$ cat src/rtl/shot_scheduler_if.sv
// Request/kill/scan bundle for shot_scheduler; the scheduler is the slave.
// All outputs are registered with one-cycle latency; there is no backpressure because requests are single-cycle pulses.
interface shot_scheduler_if;
   logic       fire_p;
   logic [8:0] p_x;
   logic [8:0] p_y;
   logic       fire_e;
   logic [8:0] e_x;
   logic [8:0] e_y;
   logic       kill_valid;
   logic [2:0] kill_idx;
   logic [8:0] scan_x;
   logic [8:0] scan_y;
   logic       shot_pix;
   logic       shot_owner;
   logic       grant_p;
   logic       grant_e;
   logic       deny;
   logic [3:0] active_cnt;

   modport master (
      output fire_p, p_x, p_y, fire_e, e_x, e_y, kill_valid, kill_idx, scan_x, scan_y,
      input  shot_pix, shot_owner, grant_p, grant_e, deny, active_cnt
   );
   modport slave (
      input  fire_p, p_x, p_y, fire_e, e_x, e_y, kill_valid, kill_idx, scan_x, scan_y,
      output shot_pix, shot_owner, grant_p, grant_e, deny, active_cnt
   );
endinterface

$ cat src/rtl/shot_scheduler.sv
// Shared projectile pool: arbitrates player/enemy fire, steps shots on a divided tick, registered 1-cycle grant/deny/pixel outputs.
// No backpressure: a request that cannot be served is dropped with deny. SHOT_COOLDOWN_EN adds per-requester cooldown.
module shot_scheduler #(
   parameter int SLOTS    = 4,
   parameter int TICK_DIV = 20000,
   parameter int Y_TOP    = 0,
   parameter int Y_BOTTOM = 237,
   parameter int X_OFFSET = 3,
   parameter int COOLDOWN = 8
) (
   input logic              clk,
   input logic              rst_n,
   shot_scheduler_if.slave  bus
);
   localparam int CW = (TICK_DIV > 1) ? $clog2(TICK_DIV) : 1;

   logic [CW-1:0]    tcnt_q, tcnt_d;
   logic             tick;
   logic [SLOTS-1:0] act_q, act_d, own_q, own_d;
   logic [8:0]       x_q [SLOTS];
   logic [8:0]       x_d [SLOTS];
   logic [8:0]       y_q [SLOTS];
   logic [8:0]       y_d [SLOTS];
   logic             ptr_q, ptr_d;
   logic [2:0]       f0, f1, se;
   logic [3:0]       nfree, cnt_d;
   logic             blk_p, blk_e, req_p, req_e, gnt_p, gnt_e, dny, hit, hown;
   logic             pix_q, pown_q, gp_q, ge_q, dn_q;
   logic [3:0]       cnt_q;

   assign tick   = (tcnt_q == CW'(TICK_DIV - 1));
   assign tcnt_d = tick ? '0 : tcnt_q + 1'b1;

   function automatic logic covers(input logic [8:0] sx, input logic [8:0] sy,
                                   input logic [8:0] ox, input logic [8:0] oy);
      logic [8:0] dx, dy;
      dx = sx - ox;
      dy = sy - oy;
      return (dx <= 9'd1) && (dy <= 9'd1);
   endfunction

   // Lowest and second-lowest free slot, from registered state only.
   always_comb begin
      f0    = '0;
      f1    = '0;
      nfree = '0;
      for (int i = 0; i < SLOTS; i++) begin
         if (!act_q[i]) begin
            if (nfree == 4'd0)      f0 = 3'(i);
            else if (nfree == 4'd1) f1 = 3'(i);
            nfree = nfree + 4'd1;
         end
      end
   end

`ifdef SHOT_COOLDOWN_EN
   localparam int DW = $clog2(COOLDOWN + 1) + 1;
   logic [DW-1:0] cdp_q, cde_q;

   assign blk_p = (cdp_q != '0);
   assign blk_e = (cde_q != '0);

   always_ff @(posedge clk or negedge rst_n) begin
      if (!rst_n) begin
         cdp_q <= '0;
         cde_q <= '0;
      end else begin
         if (gnt_p)              cdp_q <= DW'(COOLDOWN);
         else if (tick && blk_p) cdp_q <= cdp_q - 1'b1;
         if (gnt_e)              cde_q <= DW'(COOLDOWN);
         else if (tick && blk_e) cde_q <= cde_q - 1'b1;
      end
   end
`else
   assign blk_p = 1'b0;
   assign blk_e = 1'b0;
`endif

   always_comb begin
      req_p = bus.fire_p & ~blk_p;
      req_e = bus.fire_e & ~blk_e;
      gnt_p = 1'b0;
      gnt_e = 1'b0;
      dny   = (bus.fire_p & blk_p) | (bus.fire_e & blk_e);
      ptr_d = ptr_q;
      if (req_p && req_e) begin
         if (nfree >= 4'd2) begin
            gnt_p = 1'b1;
            gnt_e = 1'b1;
         end else if (nfree == 4'd1) begin
            // Single slot contested: pointer owner wins, pointer moves to the loser.
            gnt_p = ~ptr_q;
            gnt_e = ptr_q;
            dny   = 1'b1;
            ptr_d = ~ptr_q;
         end else begin
            dny = 1'b1;
         end
      end else if (req_p || req_e) begin
         if (nfree != 4'd0) begin
            gnt_p = req_p;
            gnt_e = req_e;
         end else begin
            dny = 1'b1;
         end
      end
      se = gnt_p ? f1 : f0;
   end

   always_comb begin
      act_d = act_q;
      own_d = own_q;
      x_d   = x_q;
      y_d   = y_q;
      for (int i = 0; i < SLOTS; i++) begin
         if (act_q[i] && tick) begin
            if (!own_q[i]) begin
               if (y_q[i] == 9'(Y_TOP)) act_d[i] = 1'b0;
               else                     y_d[i]   = y_q[i] - 9'd1;
            end else begin
               if (y_q[i] == 9'(Y_BOTTOM)) act_d[i] = 1'b0;
               else                        y_d[i]   = y_q[i] + 9'd1;
            end
         end
         // Kill overrides the step; indices beyond the pool never match.
         if (bus.kill_valid && bus.kill_idx == 3'(i) && act_q[i]) begin
            act_d[i] = 1'b0;
            y_d[i]   = y_q[i];
         end
         if (gnt_p && f0 == 3'(i)) begin
            act_d[i] = 1'b1;
            own_d[i] = 1'b0;
            x_d[i]   = bus.p_x + 9'(X_OFFSET);
            y_d[i]   = bus.p_y;
         end
         if (gnt_e && se == 3'(i)) begin
            act_d[i] = 1'b1;
            own_d[i] = 1'b1;
            x_d[i]   = bus.e_x + 9'(X_OFFSET);
            y_d[i]   = bus.e_y;
         end
      end
   end

   always_comb begin
      cnt_d = '0;
      for (int i = 0; i < SLOTS; i++) cnt_d = cnt_d + {3'd0, act_d[i]};
   end

   // Scan from the top index down so the lowest index sets the owner.
   always_comb begin
      hit  = 1'b0;
      hown = 1'b0;
      for (int i = SLOTS - 1; i >= 0; i--) begin
         if (act_q[i] && covers(bus.scan_x, bus.scan_y, x_q[i], y_q[i])) begin
            hit  = 1'b1;
            hown = own_q[i];
         end
      end
   end

   always_ff @(posedge clk or negedge rst_n) begin
      if (!rst_n) begin
         tcnt_q <= '0;
         act_q  <= '0;
         own_q  <= '0;
         ptr_q  <= 1'b0;
         for (int i = 0; i < SLOTS; i++) begin
            x_q[i] <= '0;
            y_q[i] <= '0;
         end
         pix_q  <= 1'b0;
         pown_q <= 1'b0;
         gp_q   <= 1'b0;
         ge_q   <= 1'b0;
         dn_q   <= 1'b0;
         cnt_q  <= '0;
      end else begin
         tcnt_q <= tcnt_d;
         act_q  <= act_d;
         own_q  <= own_d;
         ptr_q  <= ptr_d;
         x_q    <= x_d;
         y_q    <= y_d;
         pix_q  <= hit;
         pown_q <= hown;
         gp_q   <= gnt_p;
         ge_q   <= gnt_e;
         dn_q   <= dny;
         cnt_q  <= cnt_d;
      end
   end

   assign bus.shot_pix   = pix_q;
   assign bus.shot_owner = pown_q;
   assign bus.grant_p    = gp_q;
   assign bus.grant_e    = ge_q;
   assign bus.deny       = dn_q;
   assign bus.active_cnt = cnt_q;
endmodule

$ cat src/flat_wrapper.sv
// flat-port wrapper written by rule: the top's interface ports become plain ports
module shot_scheduler_flat 
#(
   parameter int SLOTS    = 4,
   parameter int TICK_DIV = 20000,
   parameter int Y_TOP    = 0,
   parameter int Y_BOTTOM = 237,
   parameter int X_OFFSET = 3,
   parameter int COOLDOWN = 8
)
  (clk, rst_n, bus_fire_p, bus_p_x, bus_p_y, bus_fire_e, bus_e_x, bus_e_y, bus_kill_valid, bus_kill_idx, bus_scan_x, bus_scan_y, bus_shot_pix, bus_shot_owner, bus_grant_p, bus_grant_e, bus_deny, bus_active_cnt);
  shot_scheduler_if bus_i ();
  input logic clk;
  input logic rst_n;
  input wire logic [$bits(bus_i.fire_p)-1:0] bus_fire_p;
  input wire logic [$bits(bus_i.p_x)-1:0] bus_p_x;
  input wire logic [$bits(bus_i.p_y)-1:0] bus_p_y;
  input wire logic [$bits(bus_i.fire_e)-1:0] bus_fire_e;
  input wire logic [$bits(bus_i.e_x)-1:0] bus_e_x;
  input wire logic [$bits(bus_i.e_y)-1:0] bus_e_y;
  input wire logic [$bits(bus_i.kill_valid)-1:0] bus_kill_valid;
  input wire logic [$bits(bus_i.kill_idx)-1:0] bus_kill_idx;
  input wire logic [$bits(bus_i.scan_x)-1:0] bus_scan_x;
  input wire logic [$bits(bus_i.scan_y)-1:0] bus_scan_y;
  output wire logic [$bits(bus_i.shot_pix)-1:0] bus_shot_pix;
  output wire logic [$bits(bus_i.shot_owner)-1:0] bus_shot_owner;
  output wire logic [$bits(bus_i.grant_p)-1:0] bus_grant_p;
  output wire logic [$bits(bus_i.grant_e)-1:0] bus_grant_e;
  output wire logic [$bits(bus_i.deny)-1:0] bus_deny;
  output wire logic [$bits(bus_i.active_cnt)-1:0] bus_active_cnt;
  assign bus_i.fire_p = bus_fire_p;
  assign bus_i.p_x = bus_p_x;
  assign bus_i.p_y = bus_p_y;
  assign bus_i.fire_e = bus_fire_e;
  assign bus_i.e_x = bus_e_x;
  assign bus_i.e_y = bus_e_y;
  assign bus_i.kill_valid = bus_kill_valid;
  assign bus_i.kill_idx = bus_kill_idx;
  assign bus_i.scan_x = bus_scan_x;
  assign bus_i.scan_y = bus_scan_y;
  assign bus_shot_pix = bus_i.shot_pix;
  assign bus_shot_owner = bus_i.shot_owner;
  assign bus_grant_p = bus_i.grant_p;
  assign bus_grant_e = bus_i.grant_e;
  assign bus_deny = bus_i.deny;
  assign bus_active_cnt = bus_i.active_cnt;
  shot_scheduler #(.SLOTS(SLOTS), .TICK_DIV(TICK_DIV), .Y_TOP(Y_TOP), .Y_BOTTOM(Y_BOTTOM), .X_OFFSET(X_OFFSET), .COOLDOWN(COOLDOWN)) u_core (.clk(clk), .rst_n(rst_n), .bus(bus_i));
endmodule
$ cat config.mk
export PLATFORM = sky130hd
export DESIGN_NAME = shot_scheduler_flat
export DESIGN_NICKNAME = d
export VERILOG_FILES = /design/src/rtl/shot_scheduler_if.sv /design/src/rtl/shot_scheduler.sv /design/src/flat_wrapper.sv
export SDC_FILE = /design/constraint.sdc
export NUM_CORES = 1
export LEC_CHECK = 0
export CORE_UTILIZATION = 46
export CTS_BUF_LIST = sky130_fd_sc_hd__clkbuf_2 sky130_fd_sc_hd__clkbuf_4 sky130_fd_sc_hd__clkbuf_8
export DETAILED_ROUTE_END_ITERATION = 10
export PLACE_DENSITY_LB_ADDON = 0.08
export SLEW_MARGIN = 30
export SYNTH_ARGS = -nofsm -noshare
export SYNTH_HDL_FRONTEND = slang
export SYNTH_SLANG_ARGS = --single-unit
$ cat constraint.sdc
create_clock -name clk -period 4.1 [get_ports clk]
set_input_delay 1.23 -clock clk [delete_from_list [all_inputs] [get_ports clk]]
set_output_delay 1.23 -clock clk [all_outputs]
set_load 0.02 [all_outputs]
Yosys cells after proc, flatten, opt, wreduce, memory -nomap -nowiden
Cells that the tools add are included.
- bitwise gates (word level): 2
- add/sub/neg operators: 25
- eq/ne operators: 30
- reduce and logical (&&, ||, !) cells: 54
- shift-type cells: 0
- order comparisons: 9
- multiply operators: 0
- muxes and demuxes: 115
- div/mod/pow operators: 0
- operator list (kind ; count):
    9-bit two-way mux ; 36
    9-bit by 1-bit <= comparator with 1-bit output, second input constant ; 8
    9-bit subtractor ; 8
    1-bit two-way mux ; 62
    3-bit two-way mux ; 13
    9-bit by 1-bit adder with 9-bit output, second input constant ; 4
    9-bit by 8-bit == test with 1-bit output, second input constant ; 4
    9-bit zero test ; 4
    9-bit by 1-bit subtractor with 9-bit output, second input constant ; 4
    1-bit logical AND ; 29
    9-bit by 2-bit adder with 9-bit output, second input constant ; 2
    3-bit by 2-bit == test with 1-bit output, second input constant ; 6
    4-bit by 3-bit != test with 1-bit output, second input constant ; 4
    4-bit != test, second input constant ; 4
    4-bit AND reduction ; 4
    15-bit by 1-bit adder with 15-bit output, second input constant ; 1
    15-bit == test, second input constant ; 1
    15-bit two-way mux ; 1
    4-bit by 1-bit == test with 1-bit output, second input constant ; 3
    4-bit zero test ; 3
    4-bit two-way mux ; 3
    3-bit != test, second input constant ; 4
    3-bit nonzero test ; 4
    3-bit by 1-bit == test with 1-bit output, second input constant ; 3
    other kinds (12) ; 20
- RAM bits: 0
- logic and storage cells: 256
- memories: 0
- flip-flop bits (word level): 105
- bits in read-only memories: 0
- latch bits: 0
- input port bits: 62

Logic depth before layout (Yosys ltp)
- depth after elaboration: 18
- depth in mapped cells: 18
- mapped depth without buffers: 16

Worst setup path before layout
Ideal clock, no wire load.
- kind: input -> register
- start: in bus_scan_x[0]
- end: reg u_core.pown_q (netlist: u_core.bus.shot_owner)
- stages on the path: 12
- arrival time: 3.896 ns
- library setup time: 0.065 ns
- required time: 4.035 ns
- setup slack: 0.138 ns
- path through: inv_1 ha_1 fa_1 xnor2_1 a2111oi_0 o211ai_1 a2111oi_2 o2111ai_1 a2111o_1 or4_1 a2bb2oi_1 mux2_1
- word-level cells in the longest chain between the ends: 8
- elaborated cells between the ends (all ways): 20
- RTL lines (element ; line ; text):
    start: declaration ; flat_wrapper.sv:23 ; input wire logic [$bits(bus_i.scan_x)-1:0] bus_scan_x;
    9-bit subtractor ; shot_scheduler.sv:37 ; dx = sx - ox;
    9-bit by 1-bit <= comparator with 1-bit output ; shot_scheduler.sv:39 ; return (dx <= 9'd1) && (dy <= 9'd1);
    1-bit logical AND ; shot_scheduler.sv:39 ;
    1-bit logical AND ; shot_scheduler.sv:155 ; if (act_q[i] && covers(bus.scan_x, bus.scan_y, x_q[i], y_q[i])) begin
    1-bit two-way mux (3 in a row) ; shot_scheduler.sv:155 ;
    1-bit two-way mux (*) ; shot_scheduler.sv:155 ;
    net u_core.hown ; shot_scheduler.sv:27 ; logic blk_p, blk_e, req_p, req_e, gnt_p, gnt_e, dny, hit, hown;
    end signal: assignment ; shot_scheduler.sv:186 ; pown_q <= hown;
    end: declaration ; shot_scheduler.sv:28 ; logic pix_q, pown_q, gp_q, ge_q, dn_q;
Mark *: on every way through the listed nets, which the timed path passes. The rest lies on a longest branch.
A chain may end at the register's enable or synchronous reset.

Worst setup path after layout
- start: in bus_scan_y[1]
- end: reg u_core.pown_q (netlist: u_core.bus.shot_owner)
- word-level cells in the longest chain between the ends: 8
- elaborated cells between the ends (all ways): 20
- RTL lines (element ; line ; text):
    start: declaration ; flat_wrapper.sv:24 ; input wire logic [$bits(bus_i.scan_y)-1:0] bus_scan_y;
    9-bit subtractor ; shot_scheduler.sv:38 ; dy = sy - oy;
    9-bit by 1-bit <= comparator with 1-bit output ; shot_scheduler.sv:39 ;
    1-bit logical AND ; shot_scheduler.sv:39 ;
    1-bit logical AND ; shot_scheduler.sv:155 ;
    1-bit two-way mux (3 in a row) ; shot_scheduler.sv:155 ;
    1-bit two-way mux (*) ; shot_scheduler.sv:155 ;
    net u_core.hown ; shot_scheduler.sv:27 ;
Marked as above.

==> impl_summary.log <==
[metrics] result of the run: completed
[metrics] cells along the critical path: clkdlybuf4s50_1 > buf_4 > ha_1 > nor2b_1 > o31ai_2 > nand2b_1 > a21oi_1 > xor2_1 > nand4_1 > or4_1 > a311o_1 > mux2_4
[metrics] normalized max-slew margin: 0.497
[metrics] final worst-path cycle share: 0.974
[metrics] clock insertion delay at the later pin of the skew report: 0.42 ns
[metrics] Clock Sinks: 104
[metrics] RSZ-0062 raised after global routing: yes
[metrics] mapped cell area: 0.00983 mm²
[metrics] die boundary width: 148 µm
[metrics] logic depth of the worst setup path including buffers: 12
[metrics] Synthesis Warnings: 0
[metrics] cell count after placement: 1625
[metrics] NetSw: 5.20 mW
[metrics] cell accounting for the most synthesized area: dfrtp_1
[metrics] via count of the first global-routing pass: 8866
[metrics] switching power share of the total: 0.492
[metrics] Die Y: 148 µm
[metrics] Syn Inst Count: 1204
[metrics] Antenna Cells: 0
[metrics] total DRC errors in the routed layout: 0
[metrics] Data required, critical path: 4.41 ns
[metrics] top post-synthesis cells by area: dfrtp_1 26%, ha_1 13%, xnor2_1 6.1%
[metrics] area fraction of the dominant cell type after synthesis: 0.265
[metrics] Synth top cells by count: 110 x nor2_1, 104 x dfrtp_1, 104 x ha_1, 101 x inv_1, 100 x nand2_1
[metrics] register clock-pin slew on the reported worst setup and hold paths: 0.13 ns
[metrics] number of cell instances on the worst register-to-register path: 15
[metrics] worst clock skew: 0.0176 ns
[metrics] endpoint type of the worst setup path: flop
[metrics] most repeated cell in the gate-level netlist after synthesis: nor2_1
[metrics] standard cell core area: 0.0210 mm²
[metrics] Bufs on Longest Clock Path: 2
[metrics] maximum number of pins on one net before global-route repair: 56
[metrics] final-report max-slew violation count: 0
[metrics] arrival time reported for the critical path endpoint: 4.30 ns
[metrics] Setup Viol. Count Final: 0
[metrics] Layout Cells excl Fill: 1643
[metrics] Largest stage delay, worst path: 0.50 ns
[metrics] initial cell density of the core: 0.469
[metrics] Max rail drop VDD: 0.315 mV
[metrics] class of the tightest hold or removal check: flop to flop
[metrics] Max Cap Violations: 0
[metrics] share of synthesized flip-flops with an asynchronous set or reset: 1.00
[metrics] global-route wire length before repair: 48700 µm
[metrics] total number of nets in the final design: 1542
[metrics] Worst Tran Pin Value: 0.754 ns
[metrics] Routed Wire Length: 30800 µm
[metrics] total die area: 0.0220 mm²
[metrics] number of DRC violations after detailed-routing iteration 0: 586
[metrics] Multi-input gate area: 0.00685 mm²
[metrics] average via count per standard cell: 5.74
[metrics] Critical Path Fanout Max: 4
[metrics] count of flip-flops with a built-in enable after synthesis: 0
[metrics] CTS tree: yes
[metrics] post-synth net total: 1383
[metrics] iteration count of the initial detailed-routing pass: 5
[metrics] total internal power: 5.38 mW
[metrics] Hold Vio Cnt, Final: 0
[metrics] slowest stage cell, crit path: or4_1
[metrics] Boundary Pins: 71
[metrics] Worst Path Class, Setup: input pin to flop
[metrics] Clk Tree Root Cell: clkbuf_8
[metrics] Core Util, Final: 0.569
[metrics] most instantiated flip-flop cell in the synthesis netlist: dfrtp_1
[metrics] Buf+Inv Stages, Crit Path: 2
[metrics] Num CTS Buffers: 9
[metrics] Setup crit start kind: input pin
[metrics] Synth cell types: 70
[metrics] std cell rows: 53
[metrics] fraction of power consumed by combinational cells: 0.744
[metrics] setup slack of the most critical reg-to-reg path: 0.33 ns
[metrics] leakage dissipation: 5.39 nW
[metrics] Clock power frac: 0.067
[metrics] ANT nets after route: 0
[metrics] initial antenna violation count: 0
[metrics] mean instance size in the synthesized netlist: 8.16 µm²
[metrics] Routed wire per std cell: 18.8 µm
[metrics] Max Fclk: 250 MHz
[metrics] PD cells: 888 mW/mm²
[metrics] number of I/O port buffers: 69
[metrics] half-perimeter wire length after detailed placement: 24500 µm
[metrics] instance count along the most critical hold path: 1
[metrics] Tot GR Track Use: 0.291
[metrics] number of buffers added to fix hold violations after cts: 0
[metrics] total congestion overflow after global routing: 0
[metrics] sequential power share: 0.189
[metrics] sequential area share after synthesis: 0.265
[metrics] layout filler cell count: 1968
[metrics] total area of sequential cells: 0.00260 mm²
[metrics] deepest level of the CTS H-tree: 3
[metrics] relative area change from synthesis to final layout: 21.3%
[metrics] number of synthesized register bits: 104
[metrics] dominant delay contributor by cell family on the critical path: simple AND/OR/NAND/NOR gates
[metrics] via count: 9424
[metrics] final weighted congestion of routability-driven global placement: 0.933
[metrics] final worst path period need: 3.99 ns
[metrics] fraction of layout cells with a size suffix above 1: 0.117
## worst reg2reg max path, stage by stage, from the launching register on
cell      delay (ns)
dfrtp_1         0.37
inv_1           0.06
ha_1            0.36
xor2_1          0.22
inv_1           0.12
ha_1            0.22
xor2_1          0.15
a32oi_1         0.42
nand2b_1        0.17
nand3_1         0.14
buf_4           0.21
o32ai_4         0.38
nor3_1          0.15
fa_1            0.44
inv_1           0.06
ha_1            0.21
## per-layer routing
metal,GRT usage,part of all wire,vias to the layer above,routed length [µm]
met5,0,0,-,0
met4,0.0814,0.015,0,470
met3,0.0393,0.067,29,2060
met2,0.440,0.43,259,13300
met1,0.429,0.49,4508,15000
li1,-,-,4628,-
## stage by stage
step	setup TNS, ns	total power [mW]	hold slack (ns)	setup slack (ns)	area, µm²
after floorplan	0	7.48	0.446	0.138	9830
after CTS	0	10.5	0.486	0.00112	11900
final	0	10.6	0.480	0.107	11900
after global placement	-0.889	9.57	0.463	-0.599	11600
after global routing	-0.0605	11.6	0.515	-0.0605	11900
after detailed placement	-1.01	9.67	0.465	-0.677	11600
## flip-flops by register name, indices dropped and copies added, names as in the netlist
signal                 count
u_core.act_q               4
u_core.bus.active_cnt      3
u_core.bus.deny            1
u_core.bus.grant_e         1
u_core.bus.grant_p         1
u_core.bus.shot_owner      1
u_core.bus.shot_pix        1
u_core.own_q               4
u_core.ptr_q               1
u_core.tcnt_q             15
u_core.x_q                36
u_core.y_q                36
## final timing paths
kind | startpoint | to
worst max-delay path | bus_scan_y[1] | u_core.bus.shot_owner
worst min-delay path | u_core.tcnt_q[4] | u_core.tcnt_q[4]
worst max register to register | u_core.act_q[0] | u_core.bus.active_cnt[1]
worst min register to register | u_core.tcnt_q[4] | u_core.tcnt_q[4]
max in group asynchronous | rst_n | u_core.x_q[8]
min in group asynchronous | rst_n | u_core.bus.grant_e
## layout make-up
class	instances	share of cell area
Clock inverter	7	0.00724
Timing Repair Buffer	180	0.129
Multi-Input combinational cell	967	0.575
Sequential cell	104	0.218
Tap cell	275	0.0289
Clock buffer	9	0.0104
Inverter	101	0.0318
## cells in the final DEF, fill, tap and decap left out, types with 6 or more instances in the layout
master	count
fa_1	10
inv_1	97
nor4_1	12
nand2_1	100
nor3_1	27
nor2_1	110
a21o_1	12
xnor2_1	67
o31a_1	6
o211ai_1	15
a211oi_1	41
buf_4	111
a31oi_1	10
ha_1	100
nor2b_1	27
clkdlybuf4s50_1	62
a21oi_1	92
nor3b_1	7
mux2i_1	17
o21ai_0	89
nand2b_1	8
clkbuf_8	9
o21a_1	22
o22ai_1	8
xor2_1	33
and3_1	7
dfrtp_1	104
nand3_1	34
nand4_1	13
## repair_timing
item | in CTS | in global routing
resized for setup | 22 | 11
pin swaps | 10 | 11
gates cloned | 0 | 0
endpoints found under the setup margin | 1 | 4
buffers inserted | 2 | 0
## power groups by stage
stage | sequential (mW) | combinational, mW | clock [mW]
2_1_floorplan | 1.86 | 5.62 | 0
3_3_place_gp | 2.00 | 7.57 | 0
3_5_place_dp | 2.01 | 7.66 | 0
4_1_cts | 1.99 | 7.77 | 0.724
5_1_grt | 2.06 | 8.77 | 0.756
6_report | 2.00 | 7.87 | 0.710
## logic make-up after synthesis
family | count (synthesis) | synth area share
adders and majority gates | 117 | 0.159
AOI/OAI and AO/OA | 356 | 0.233
buffers and inverters | 133 | 0.0531
xor gates and xnor gates | 102 | 0.0909
DFF | 104 | 0.265
other | 1 | 0.000382
muxes | 19 | 0.0196
and+or+nand+nor | 372 | 0.179
No activity file was read; power rests on OpenSTA's default activity.
